===== src/rtl/spi_pkt_pkg.sv =====
// Shared definitions for the sensor-packet SPI link: packet geometry, FSM
// state encoding and the field-to-packet packing helper.
package spi_pkt_pkg;

  localparam int PACKET_SIZE = 16;
  localparam logic [7:0] HEADER_BYTE = 8'hAA;
  localparam int PACKET_BITS = 128;

  typedef enum logic [2:0] {
    ST_IDLE     = 3'd0,
    ST_SETUP    = 3'd1,
    ST_SHIFT_HI = 3'd2,
    ST_SHIFT_LO = 3'd3,
    ST_GAP      = 3'd4
  } spi_state_e;

  // Byte 0 is the header, then six big-endian int16 fields, flags, two pad bytes.
  function automatic logic [PACKET_BITS-1:0] pack_sensor_packet(
    input logic [15:0] roll,
    input logic [15:0] pitch,
    input logic [15:0] yaw,
    input logic [15:0] gyro_x,
    input logic [15:0] gyro_y,
    input logic [15:0] gyro_z,
    input logic [7:0]  flags
  );
    return {HEADER_BYTE, roll, pitch, yaw, gyro_x, gyro_y, gyro_z, flags, 16'h0000};
  endfunction

endpackage


===== src/rtl/spi_sck_gen.sv =====
// SCK half-period timer: counts CLK_DIV cycles per phase while enabled and
// flags the end of a low phase (rise_tick) or a high phase (fall_tick).
module spi_sck_gen #(
  parameter int CLK_DIV = 4
) (
  input  logic clk,
  input  logic rst_n,
  input  logic en,
  input  logic sck_level,
  output logic rise_tick,
  output logic fall_tick
);

  localparam int CW = $clog2(CLK_DIV + 1);

  logic [CW-1:0] cnt;
  logic          wrap;

  assign wrap      = en && (cnt == CW'(CLK_DIV - 1));
  assign rise_tick = wrap && !sck_level;
  assign fall_tick = wrap && sck_level;

  always_ff @(posedge clk) begin
    if (!rst_n || !en) begin
      cnt <= '0;
    end else if (wrap) begin
      cnt <= '0;
    end else begin
      cnt <= cnt + CW'(1);
    end
  end

endmodule


===== src/rtl/sensor_packet_spi_tx.sv =====
// SPI mode 0 master that frames one 16-byte sensor packet per start request
// and shifts it out MSB-first under an active-low chip select.
module sensor_packet_spi_tx
  import spi_pkt_pkg::*;
#(
  parameter int CLK_DIV    = 4,
  parameter int GAP_CYCLES = 8
) (
  input  logic        clk,
  input  logic        rst_n,
  input  logic        start,
  input  logic [15:0] roll,
  input  logic [15:0] pitch,
  input  logic [15:0] yaw,
  input  logic [15:0] gyro_x,
  input  logic [15:0] gyro_y,
  input  logic [15:0] gyro_z,
  input  logic [7:0]  flags,
  output logic        busy,
  output logic        done,
  output logic        cs_n,
  output logic        sck,
  output logic        sdo,
  output logic [2:0]  fsm_state
);

  localparam logic [2:0] IDLE     = ST_IDLE;
  localparam logic [2:0] SETUP    = ST_SETUP;
  localparam logic [2:0] SHIFT_HI = ST_SHIFT_HI;
  localparam logic [2:0] SHIFT_LO = ST_SHIFT_LO;
  localparam logic [2:0] GAP      = ST_GAP;
  localparam int GW = $clog2(GAP_CYCLES + 1);

  logic [2:0]             state;
  logic [PACKET_BITS-1:0] shreg;
  logic [PACKET_BITS-1:0] packed_fields;
  logic [6:0]             bit_cnt;
  logic [GW-1:0]          gap_cnt;
  logic                   sck_en;
  logic                   rise_tick;
  logic                   fall_tick;

  assign packed_fields = pack_sensor_packet(roll, pitch, yaw, gyro_x, gyro_y, gyro_z, flags);
  assign sck_en        = (state == SETUP) || (state == SHIFT_HI) || (state == SHIFT_LO);
  assign fsm_state     = state;

  spi_sck_gen #(
    .CLK_DIV(CLK_DIV)
  ) u_sck_gen (
    .clk      (clk),
    .rst_n    (rst_n),
    .en       (sck_en),
    .sck_level(sck),
    .rise_tick(rise_tick),
    .fall_tick(fall_tick)
  );

  // bit_cnt names the bit the receiver samples in the current/next high phase.
  always_ff @(posedge clk) begin
    if (!rst_n) begin
      state   <= IDLE;
      shreg   <= '0;
      bit_cnt <= '0;
      gap_cnt <= '0;
      cs_n    <= 1'b1;
      sck     <= 1'b0;
      sdo     <= 1'b0;
      busy    <= 1'b0;
      done    <= 1'b0;
    end else begin
      done <= 1'b0;
      case (state)
        IDLE: begin
          if (start) begin
            shreg   <= packed_fields;
            sdo     <= packed_fields[PACKET_BITS-1];
            cs_n    <= 1'b0;
            busy    <= 1'b1;
            bit_cnt <= 7'd127;
            state   <= SETUP;
          end
        end
        SETUP: begin
          if (rise_tick) begin
            sck   <= 1'b1;
            state <= SHIFT_HI;
          end
        end
        SHIFT_HI: begin
          if (fall_tick) begin
            sck   <= 1'b0;
            shreg <= {shreg[PACKET_BITS-2:0], 1'b0};
            sdo   <= shreg[PACKET_BITS-2];
            state <= SHIFT_LO;
          end
        end
        SHIFT_LO: begin
          if (rise_tick) begin
            if (bit_cnt == 7'd0) begin
              cs_n    <= 1'b1;
              sdo     <= 1'b0;
              done    <= 1'b1;
              gap_cnt <= '0;
              state   <= GAP;
            end else begin
              bit_cnt <= bit_cnt - 7'd1;
              sck     <= 1'b1;
              state   <= SHIFT_HI;
            end
          end
        end
        GAP: begin
          if (gap_cnt == GW'(GAP_CYCLES - 1)) begin
            busy  <= 1'b0;
            state <= IDLE;
          end else begin
            gap_cnt <= gap_cnt + GW'(1);
          end
        end
        default: begin
          state <= IDLE;
        end
      endcase
    end
  end

endmodule


===== config.mk =====
export PLATFORM = sky130hd
export DESIGN_NAME = sensor_packet_spi_tx
export DESIGN_NICKNAME = d
export VERILOG_FILES = /design/src/rtl/spi_pkt_pkg.sv /design/src/rtl/spi_sck_gen.sv /design/src/rtl/sensor_packet_spi_tx.sv
export SDC_FILE = /design/constraint.sdc
export NUM_CORES = 1
export LEC_CHECK = 0
export ABC_AREA = 0
export BUFFER_PORTS_ARGS = -buffer_cell sky130_fd_sc_hd__buf_2
export CAP_MARGIN = 15
export CORE_MARGIN = 3
export CORE_UTILIZATION = 30
export CTS_CLUSTER_DIAMETER = 80
export DETAILED_ROUTE_END_ITERATION = 8
export PLACE_DENSITY = 0.55
export RECOVER_POWER = 25
export REMOVE_ABC_BUFFERS = 1
export SETUP_SLACK_MARGIN = 0.5
export SYNTH_ARGS = -nofsm -noshare
export SYNTH_HDL_FRONTEND = slang
export SYNTH_SLANG_ARGS = --single-unit
export TNS_END_PERCENT = 1

===== constraint.sdc =====
create_clock -name clk -period 2.48 [get_ports clk]
set_input_delay 0.372 -clock clk [delete_from_list [all_inputs] [get_ports clk]]
set_output_delay 0.372 -clock clk [all_outputs]
set_load 0.01 [all_outputs]

==> results of run 1 <==
## per-stage QoR
step / TNS [ps] / setup slack [ps] / power [mW]
floorplan: -214360 / -1948 / 3.144
global placement: 0 / 467.8 / 3.418
detailed placement: 0 / 382.5 / 3.433
CTS: 0 / 466.0 / 6.105
global route: 0 / 261.8 / 6.428
finish: 0 / 393.3 / 6.102
## critical path: cells and delay by family (launching register included)
kind | cells | cell delay (ps)
AND/OR/NAND/NOR | 1 | 200
buffers and inverters | 4 | 680
adder cells (fa/ha/maj) | 2 | 380
AO/OA/AOI/OAI | 2 | 360
flip-flops | 1 | 340
## timing repair
action,4_1_cts,5_1_grt
setup endpoints to repair,91,96
hold buffers,0,0
resized for setup,1,10
gates cloned,0,5
buffers inserted,0,8
pin swaps,0,3
## how the worst max path moves through the flow
stage / to / slack, ps / depth (start not counted)
global route: shreg[33]$_SDFFE_PN0P_ / 260 / 9
detailed placement: shreg[36]$_SDFFE_PN0P_ / 380 / 8
CTS: shreg[22]$_SDFFE_PN0P_ / 470 / 8
global placement: shreg[67]$_SDFFE_PN0P_ / 470 / 8
floorplan: shreg[62]$_SDFFE_PN0P_ / -1950 / 3
finish: shreg[72]$_SDFFE_PN0P_ / 390 / 9
## power by group through the flow
stage | logic (mW) | clock network, mW | registers, mW
after floorplan | 0.635 | 0 | 2.51
after global placement | 0.893 | 0 | 2.52
after detailed placement | 0.906 | 0 | 2.53
after CTS | 0.909 | 2.71 | 2.48
after global routing | 1.11 | 2.80 | 2.51
final | 0.985 | 2.63 | 2.48
## layout make-up
| class | instances | area [µm²] | area share, % |
|---|---|---|---|
| Clock inverter | 11 | 148.9 | 1.939 |
| Clock buffer | 21 | 470.5 | 6.126 |
| Tap cell | 265 | 331.6 | 4.317 |
| Multi-Input combinational cell | 540 | 3045 | 39.65 |
| Inverter | 7 | 28.78 | 0.3747 |
| Timing Repair Buffer | 144 | 991.0 | 12.90 |
| Sequential cell | 133 | 2664 | 34.69 |
## cell usage in the layout, fill, tap and decap left out, types with 4 or more instances in the layout
cell type | synthesis | final
nand2_1 | 220 | 219
dfxtp_1 | 133 | 132
nor2_1 | 114 | 114
buf_2 | 36 | 108
a311oi_1 | 83 | 83
clkbuf_16 | 0 | 22
a311oi_2 | 20 | 20
nor3_1 | 17 | 17
a21oi_1 | 13 | 13
clkbuf_1 | 21 | 11
buf_4 | 7 | 11
nand3_1 | 8 | 9
inv_1 | 6 | 6
nand4_1 | 4 | 5
o21ai_0 | 5 | 5
buf_12 | 0 | 5
a211oi_1 | 4 | 4
ha_1 | 4 | 4
## flip-flops by register name (all words and copies together), names as in the netlist, 3 cells and up
register,cells
u_sck_gen.cnt,3
shreg,111
bit_cnt,7
fsm_state,3
gap_cnt,4
## layer usage
| metal | up-vias | global-route usage (%) |
|---|---|---|
| li1 | 2836 | - |
| met1 | 2603 | 20.02 |
| met2 | 97 | 21.26 |
| met3 | 7 | 3.778 |
| met4 | 0 | 3.788 |
| met5 | - | 0 |
## cell families (layout without fill, tap and decap cells)
| group | Yosys count | after routing | synth area share, % |
|---|---|---|---|
| simple gates | 390 | 390 | 27.41 |
| compound gates | 144 | 144 | 21.64 |
| flops | 133 | 133 | 43.86 |
| buf+inv | 73 | 183 | 5.936 |
| fa+ha+maj | 4 | 4 | 0.8244 |
| mux | 2 | 2 | 0.3298 |
## Yosys cell counts (6+ instances only)
library cell / number
nor2_1: 114
clkbuf_1: 21
nand3_1: 8
nor3_1: 17
nand2_1: 220
a21oi_1: 13
inv_1: 6
buf_2: 36
buf_4: 7
a311oi_2: 20
dfxtp_1: 133
a311oi_1: 83
==> summary.json, run 1 <==
{
  "run_status": {"value": "complete, no violations"},
  "remaining_antenna_violation_count_after_routing": {"value": 0},
  "timing.reg2reg.worst_path_depth": {"value": 9},
  "final_net_count": {"value": 954},
  "timing.critical_path.to_type": {"value": "register"},
  "syn-instance-count": {"value": 746},
  "combinationalPowerShare": {"value": 16.1, "unit": "%"},
  "net-switching-power": {"value": 1.644, "unit": "mW"},
  "route.detailed.vias_per_inst": {"value": 4.945},
  "drt-wirelength-per-cell": {"value": 14.21, "unit": "µm"},
  "grt_util_all_layers": {"value": 14.11, "unit": "%"},
  "placementRows": {"value": 51},
  "synth_top_area_share": {"value": 43.86, "unit": "%"},
  "r2r_slack": {"value": 390, "unit": "ps"},
  "boundaryPins": {"value": 115},
  "die_width": {"value": 148.3, "unit": "µm"},
  "final.fill_count": {"value": 2083},
  "post_dp_cell_area": {"value": 6870, "unit": "µm²"},
  "detailed_place_hpwl": {"value": 9.570, "unit": "mm"},
  "synth_edf_count": {"value": 0},
  "hold_depth": {"value": 3},
  "clock_network_fraction_of_total_power": {"value": 43.2, "unit": "%"},
  "placement.io_buffers": {"value": 114},
  "synth_top_cell_by_area": {"value": "dfxtp_1"},
  "design.core.area": {"value": 19650, "unit": "µm²"},
  "clock_sinks": {"value": 133},
  "final_hold_viol_count": {"value": 0},
  "yosys_warnings": {"value": 0},
  "critical_path_start_end_classification": {"value": "register to register"},
  "synth.top_cells.by_area": {"value": "dfxtp_1, nand2_1, a311oi_1"},
  "worst_hold_startpoint": {"value": "gyro_y[6]"},
  "insertedDiodeCount": {"value": 0},
  "timing_max_transition_violations_final": {"value": 0},
  "detailroute.via_count": {"value": 5543},
  "grt_start_max_net_pins": {"value": 108},
  "detail_route.drc_violations": {"value": 0},
  "max_slew.worst_pin.slew": {"value": 1032, "unit": "ps"},
  "first_global_vias": {"value": 5223},
  "antenna_found_initial": {"value": 0},
  "maxSlewHeadroom": {"value": 31.06, "unit": "%"},
  "cts_buffers": {"value": 17},
  "switching_share": {"value": 26.94, "unit": "%"},
  "hold-path-endpoint": {"value": "shreg[46]$_SDFFE_PN0P_"},
  "wirelength_met1": {"value": 7.939, "unit": "mm"},
  "seq_power_share": {"value": 40.7, "unit": "%"},
  "arrival": {"value": 2370, "unit": "ps"},
  "p_int": {"value": 4.458, "unit": "mW"},
  "reg_to_reg_critical_path_endpoint": {"value": "shreg[72]$_SDFFE_PN0P_"},
  "initial_utilization": {"value": 30.89, "unit": "%"},
  "detail_route.wirelength": {"value": 15.93, "unit": "mm"},
  "critPathLaunch": {"value": "u_sck_gen.cnt[0]$_SDFF_PP0_"},
  "yosys_register_bits": {"value": 133},
  "highest_layer": {"value": "met4"},
  "synth-async-reset-ratio": {"value": 0, "unit": "%"},
  "finalWorstPathRequiredPeriod": {"value": 2087, "unit": "ps"},
  "crit-reg2reg-launch": {"value": "u_sck_gen.cnt[0]$_SDFF_PP0_"},
  "clock_tree_from_tritoncts": {"value": "yes"},
  "layout_area_growth_over_synthesis": {"value": 26.50, "unit": "%"},
  "yosysSeqAreaShare": {"value": 43.86, "unit": "%"},
  "routabilityCongestion": {"value": 0.7520},
  "route.met3.wl": {"value": 679, "unit": "µm"},
  "timing.max_cap.violations": {"value": 0},
  "ys_dominant_reg_cell": {"value": "dfxtp_1"},
  "wl_met2": {"value": 7.203, "unit": "mm"},
  "crit_required": {"value": 2760, "unit": "ps"},
  "rsz_0062_raised_after_global_routing": {"value": "false"},
  "final_layout_size_suffix_gt1_share": {"value": 23.13, "unit": "%"},
  "first_pass_grt_wire_length": {"value": 25.74, "unit": "mm"},
  "critical-path-max-stage-delay": {"value": 340, "unit": "ps"},
  "die_h": {"value": 148.3, "unit": "µm"},
  "vdd_ir_drop_max": {"value": 399.5, "unit": "µV"},
  "drtIter0Drc": {"value": 277},
  "largest_fanout_on_the_critical_path": {"value": 21},
  "dieArea": {"value": 21980, "unit": "µm²"},
  "cts_max_level": {"value": 4},
  "clock-root-buffer": {"value": "clkbuf_16"},
  "timing.hold.worst.class": {"value": "primary input to register"},
  "avgSynthCellArea": {"value": 8.138, "unit": "µm²"},
  "synth.cell_area": {"value": 6071, "unit": "µm²"},
  "max_clock_freq": {"value": 0.4792, "unit": "GHz"},
  "layout.cells.non_filler": {"value": 1121},
  "clk-insertion-delay-late": {"value": 410, "unit": "ps"},
  "post-route-period-util": {"value": 84.14, "unit": "%"},
  "fin_worst_skew": {"value": 7.676, "unit": "ps"},
  "cellLeakagePower": {"value": 3.127, "unit": "nW"},
  "start_kind": {"value": "register"},
  "number_of_cells_after_detailed_placement": {"value": 1076},
  "postLayoutCoreUtil": {"value": 39.08, "unit": "%"},
  "worst_setup_hold_path_clk_slew": {"value": 60, "unit": "ps"},
  "number_of_endpoints_failing_setup_at_the_final_stage": {"value": 0},
  "hold-worst-slack": {"value": 217.5, "unit": "ps"},
  "globalRoute.totalOverflow": {"value": 0},
  "drt_first_pass_iters": {"value": 4},
  "clk_path_buf_depth": {"value": 2},
  "crit_chain": {"value": "ha_1 -> ha_1 -> nand3_1 -> a21boi_4 -> clkbuf_1 -> clkbuf_16 -> buf_4 -> clkbuf_16 -> a311oi_2"},
  "post-route-cell-area": {"value": 7680, "unit": "µm²"},
  "synth_cell_types": {"value": 50},
  "timing.critical_path.slowest_stage_cell": {"value": "dfxtp_1"},
  "p_per_area": {"value": 794.6, "unit": "nW/µm²"}
}
Note: power is estimated with default switching activity, not from simulation.
==> run 2, diff against run 1 <==
clock period = 2.1 ns   (was 2.48 ns; I/O delays follow)
==> run 2 against run 1 <==
Compared with the run above: clock skew is 2.7 ps higher; global-route usage up 0.67 points; routed wire length is 3.3% higher; non-clock buffer count up 16; count of clock-buffer cells in the layout unchanged; critical path type unchanged; first-iteration DRC count grew 15%; register-to-register slack worse by 130 ps; highest routed layer unchanged; sequential power increased by 18%; via count grew 2.1%; sequential cell count unchanged; clock power grew 24%.
==> summary.json, run 2 (synthesis gave the netlist of run 1 again) <==
{
  "route.detailed.vias_per_inst": {"value": 4.980},
  "insertedDiodeCount": {"value": 0},
  "timing.hold.worst.class": {"value": "primary input to register"},
  "timing.reg2reg.worst_path_depth": {"value": 8},
  "grt_util_all_layers": {"value": 14.78, "unit": "%"},
  "critical-path-max-stage-delay": {"value": 450, "unit": "ps"},
  "globalRoute.totalOverflow": {"value": 0},
  "final.fill_count": {"value": 2076},
  "cp_top_family": {"value": "compound AO/OA/AOI/OAI gates"},
  "drt_first_pass_iters": {"value": 8},
  "busiest_layer": {"value": "met2"},
  "postLayoutCoreUtil": {"value": 41.40, "unit": "%"},
  "largest_register_ffs": {"value": 111},
  "die_h": {"value": 148.3, "unit": "µm"},
  "detailroute.via_count": {"value": 5662},
  "rsz_0062_raised_after_global_routing": {"value": "true"},
  "cellLeakagePower": {"value": 3.345, "unit": "nW"},
  "worst_setup_hold_path_clk_slew": {"value": 60, "unit": "ps"},
  "detail_route.wirelength": {"value": 16.45, "unit": "mm"},
  "clk_path_buf_depth": {"value": 2},
  "routabilityCongestion": {"value": 0.7676},
  "number_of_endpoints_failing_setup_at_the_final_stage": {"value": 0},
  "max_slew.worst_pin.slew": {"value": 612.3, "unit": "ps"},
  "post_dp_cell_area": {"value": 6958, "unit": "µm²"},
  "final.setup.tns": {"value": 0, "unit": "ps"},
  "cts_buffers": {"value": 17},
  "met2_usage": {"value": 22.52, "unit": "%"},
  "start_kind": {"value": "register"},
  "layout.cells.non_filler": {"value": 1137},
  "layout_area_growth_over_synthesis": {"value": 34.03, "unit": "%"},
  "crit-reg2reg-launch": {"value": "u_sck_gen.cnt[1]$_SDFF_PP0_"},
  "commonest_cells_after_routing_fill_and_taps_aside": {"value": "nand2_1, dfxtp_1, nor2_1"},
  "mostFrequentLayoutCell": {"value": "nand2_1"},
  "timing.critical_path.to_type": {"value": "register"},
  "maxSlewHeadroom": {"value": 59.18, "unit": "%"},
  "timing_max_transition_violations_final": {"value": 0},
  "post-route-period-util": {"value": 87.56, "unit": "%"},
  "clock_sinks": {"value": 133},
  "power": {"value": 7.550, "unit": "mW"},
  "dpl_worst_slack": {"value": 128.0, "unit": "ps"},
  "dieArea": {"value": 21980, "unit": "µm²"},
  "finalWorstPathRequiredPeriod": {"value": 1839, "unit": "ps"},
  "remaining_antenna_violation_count_after_routing": {"value": 0},
  "vdd_ir_drop_max": {"value": 487.3, "unit": "µV"},
  "crit_required": {"value": 2430, "unit": "ps"},
  "first_global_vias": {"value": 5392},
  "r2r_slack": {"value": 260, "unit": "ps"},
  "final_layout_size_suffix_gt1_share": {"value": 25.69, "unit": "%"},
  "placement.io_buffers": {"value": 114},
  "detail_route.drc_violations": {"value": 0},
  "clock-root-buffer": {"value": "clkbuf_16"},
  "placementRows": {"value": 51},
  "post-route-cell-area": {"value": 8137, "unit": "µm²"},
  "largest_fanout_on_the_critical_path": {"value": 7},
  "cts_hold_repair.buffers": {"value": 0},
  "timing.max_cap.violations": {"value": 0},
  "cts_max_level": {"value": 4},
  "timing.critical_path.slowest_stage_cell": {"value": "a21oi_1"},
  "worstPathBufferInverterCount": {"value": 2},
  "run_status": {"value": "complete, no violations"},
  "grt.met3_usage": {"value": 3.413, "unit": "%"},
  "critPathLaunch": {"value": "u_sck_gen.cnt[1]$_SDFF_PP0_"},
  "initial_utilization": {"value": 30.89, "unit": "%"},
  "hold-worst-slack": {"value": 161.9, "unit": "ps"},
  "reg_to_reg_critical_path_endpoint": {"value": "bit_cnt[2]$_SDFFE_PN0P_"},
  "final_hold_viol_count": {"value": 0},
  "number_of_cells_after_detailed_placement": {"value": 1081},
  "drtIter0Drc": {"value": 319},
  "registers.top_by_ff_count": {"value": "shreg"},
  "worstSetupEndpoint": {"value": "bit_cnt[2]$_SDFFE_PN0P_"},
  "antenna_found_initial": {"value": 0},
  "design.core.area": {"value": 19650, "unit": "µm²"},
  "final_net_count": {"value": 970},
  "boundaryPins": {"value": 115},
  "drt-wirelength-per-cell": {"value": 14.47, "unit": "µm"},
  "critical_path_start_end_classification": {"value": "register to register"},
  "p_per_area": {"value": 927.9, "unit": "nW/µm²"},
  "reg.largest.list": {"value": "shreg (111), bit_cnt (7), gap_cnt (4)"},
  "max_clock_freq": {"value": 0.5439, "unit": "GHz"},
  "clk-insertion-delay-late": {"value": 420, "unit": "ps"},
  "first_pass_grt_wire_length": {"value": 26.79, "unit": "mm"},
  "die_width": {"value": 148.3, "unit": "µm"},
  "crit_chain": {"value": "ha_4 -> ha_4 -> buf_6 -> buf_6 -> nand4b_4 -> a21oi_1 -> a211oi_1 -> nor3_1"},
  "groute.layer.met1.usage": {"value": 20.83, "unit": "%"},
  "worst-path-stages": {"value": 8},
  "fin_worst_skew": {"value": 10.41, "unit": "ps"},
  "arrival": {"value": 2170, "unit": "ps"},
  "grt_start_max_net_pins": {"value": 123},
  "detailed_place_hpwl": {"value": 9.402, "unit": "mm"},
  "timing.final.ws_setup": {"value": 261.3, "unit": "ps"},
  "clock_tree_from_tritoncts": {"value": "yes"}
}
## run 2: cell type report
class                           count  area (µm²)  area share [%]
Multi-Input combinational cell    540        3090           37.98
Sequential cell                   133        2665           32.75
Timing Repair Buffer              160        1368           16.81
Clock buffer                       21       480.5           5.905
Tap cell                          265       331.6           4.075
Clock inverter                     11       172.7           2.122
Inverter                            7       28.78          0.3537
## run 2: layer usage
layer  routed length [µm]  vias up
met5                    0        -
met4                  227        0
met3                  843       17
met2                 7393      123
met1                 7990     2643
li1                     -     2879
## run 2: tightest hold or removal path: stages
cell and delay [ps]:
buf_2 90, nand2_1 40, a311oi_1 80
## run 2: worst min path at each step
stage,startpoint,endpoint,slack [ps],cells after the start
6_report,gyro_z[10],shreg[34]$_SDFFE_PN0P_,160,3
5_1_grt,gyro_z[10],shreg[34]$_SDFFE_PN0P_,150,3
3_3_place_gp,u_sck_gen.cnt[0]$_SDFF_PP0_,u_sck_gen.cnt[0]$_SDFF_PP0_,420,1
2_1_floorplan,rst_n,cs_n$_SDFFE_PN1P_,390,1
3_5_place_dp,u_sck_gen.cnt[0]$_SDFF_PP0_,u_sck_gen.cnt[0]$_SDFF_PP0_,430,1
4_1_cts,gyro_z[10],shreg[34]$_SDFFE_PN0P_,140,3
## run 2: timing repair
action                                  in CTS  in global routing
buffers inserted                            12                  1
gates cloned                                 9                  2
resized for setup                           21                  9
pin swaps                                    5                 15
endpoints found under the setup margin     130                135
## run 2: where the power goes
part / leakage (nW) / switching, mW / internal, mW
registers: 1.10 / 0.151 / 2.78
logic: 1.93 / 0.689 / 0.666
clock network: 0.319 / 1.14 / 2.12
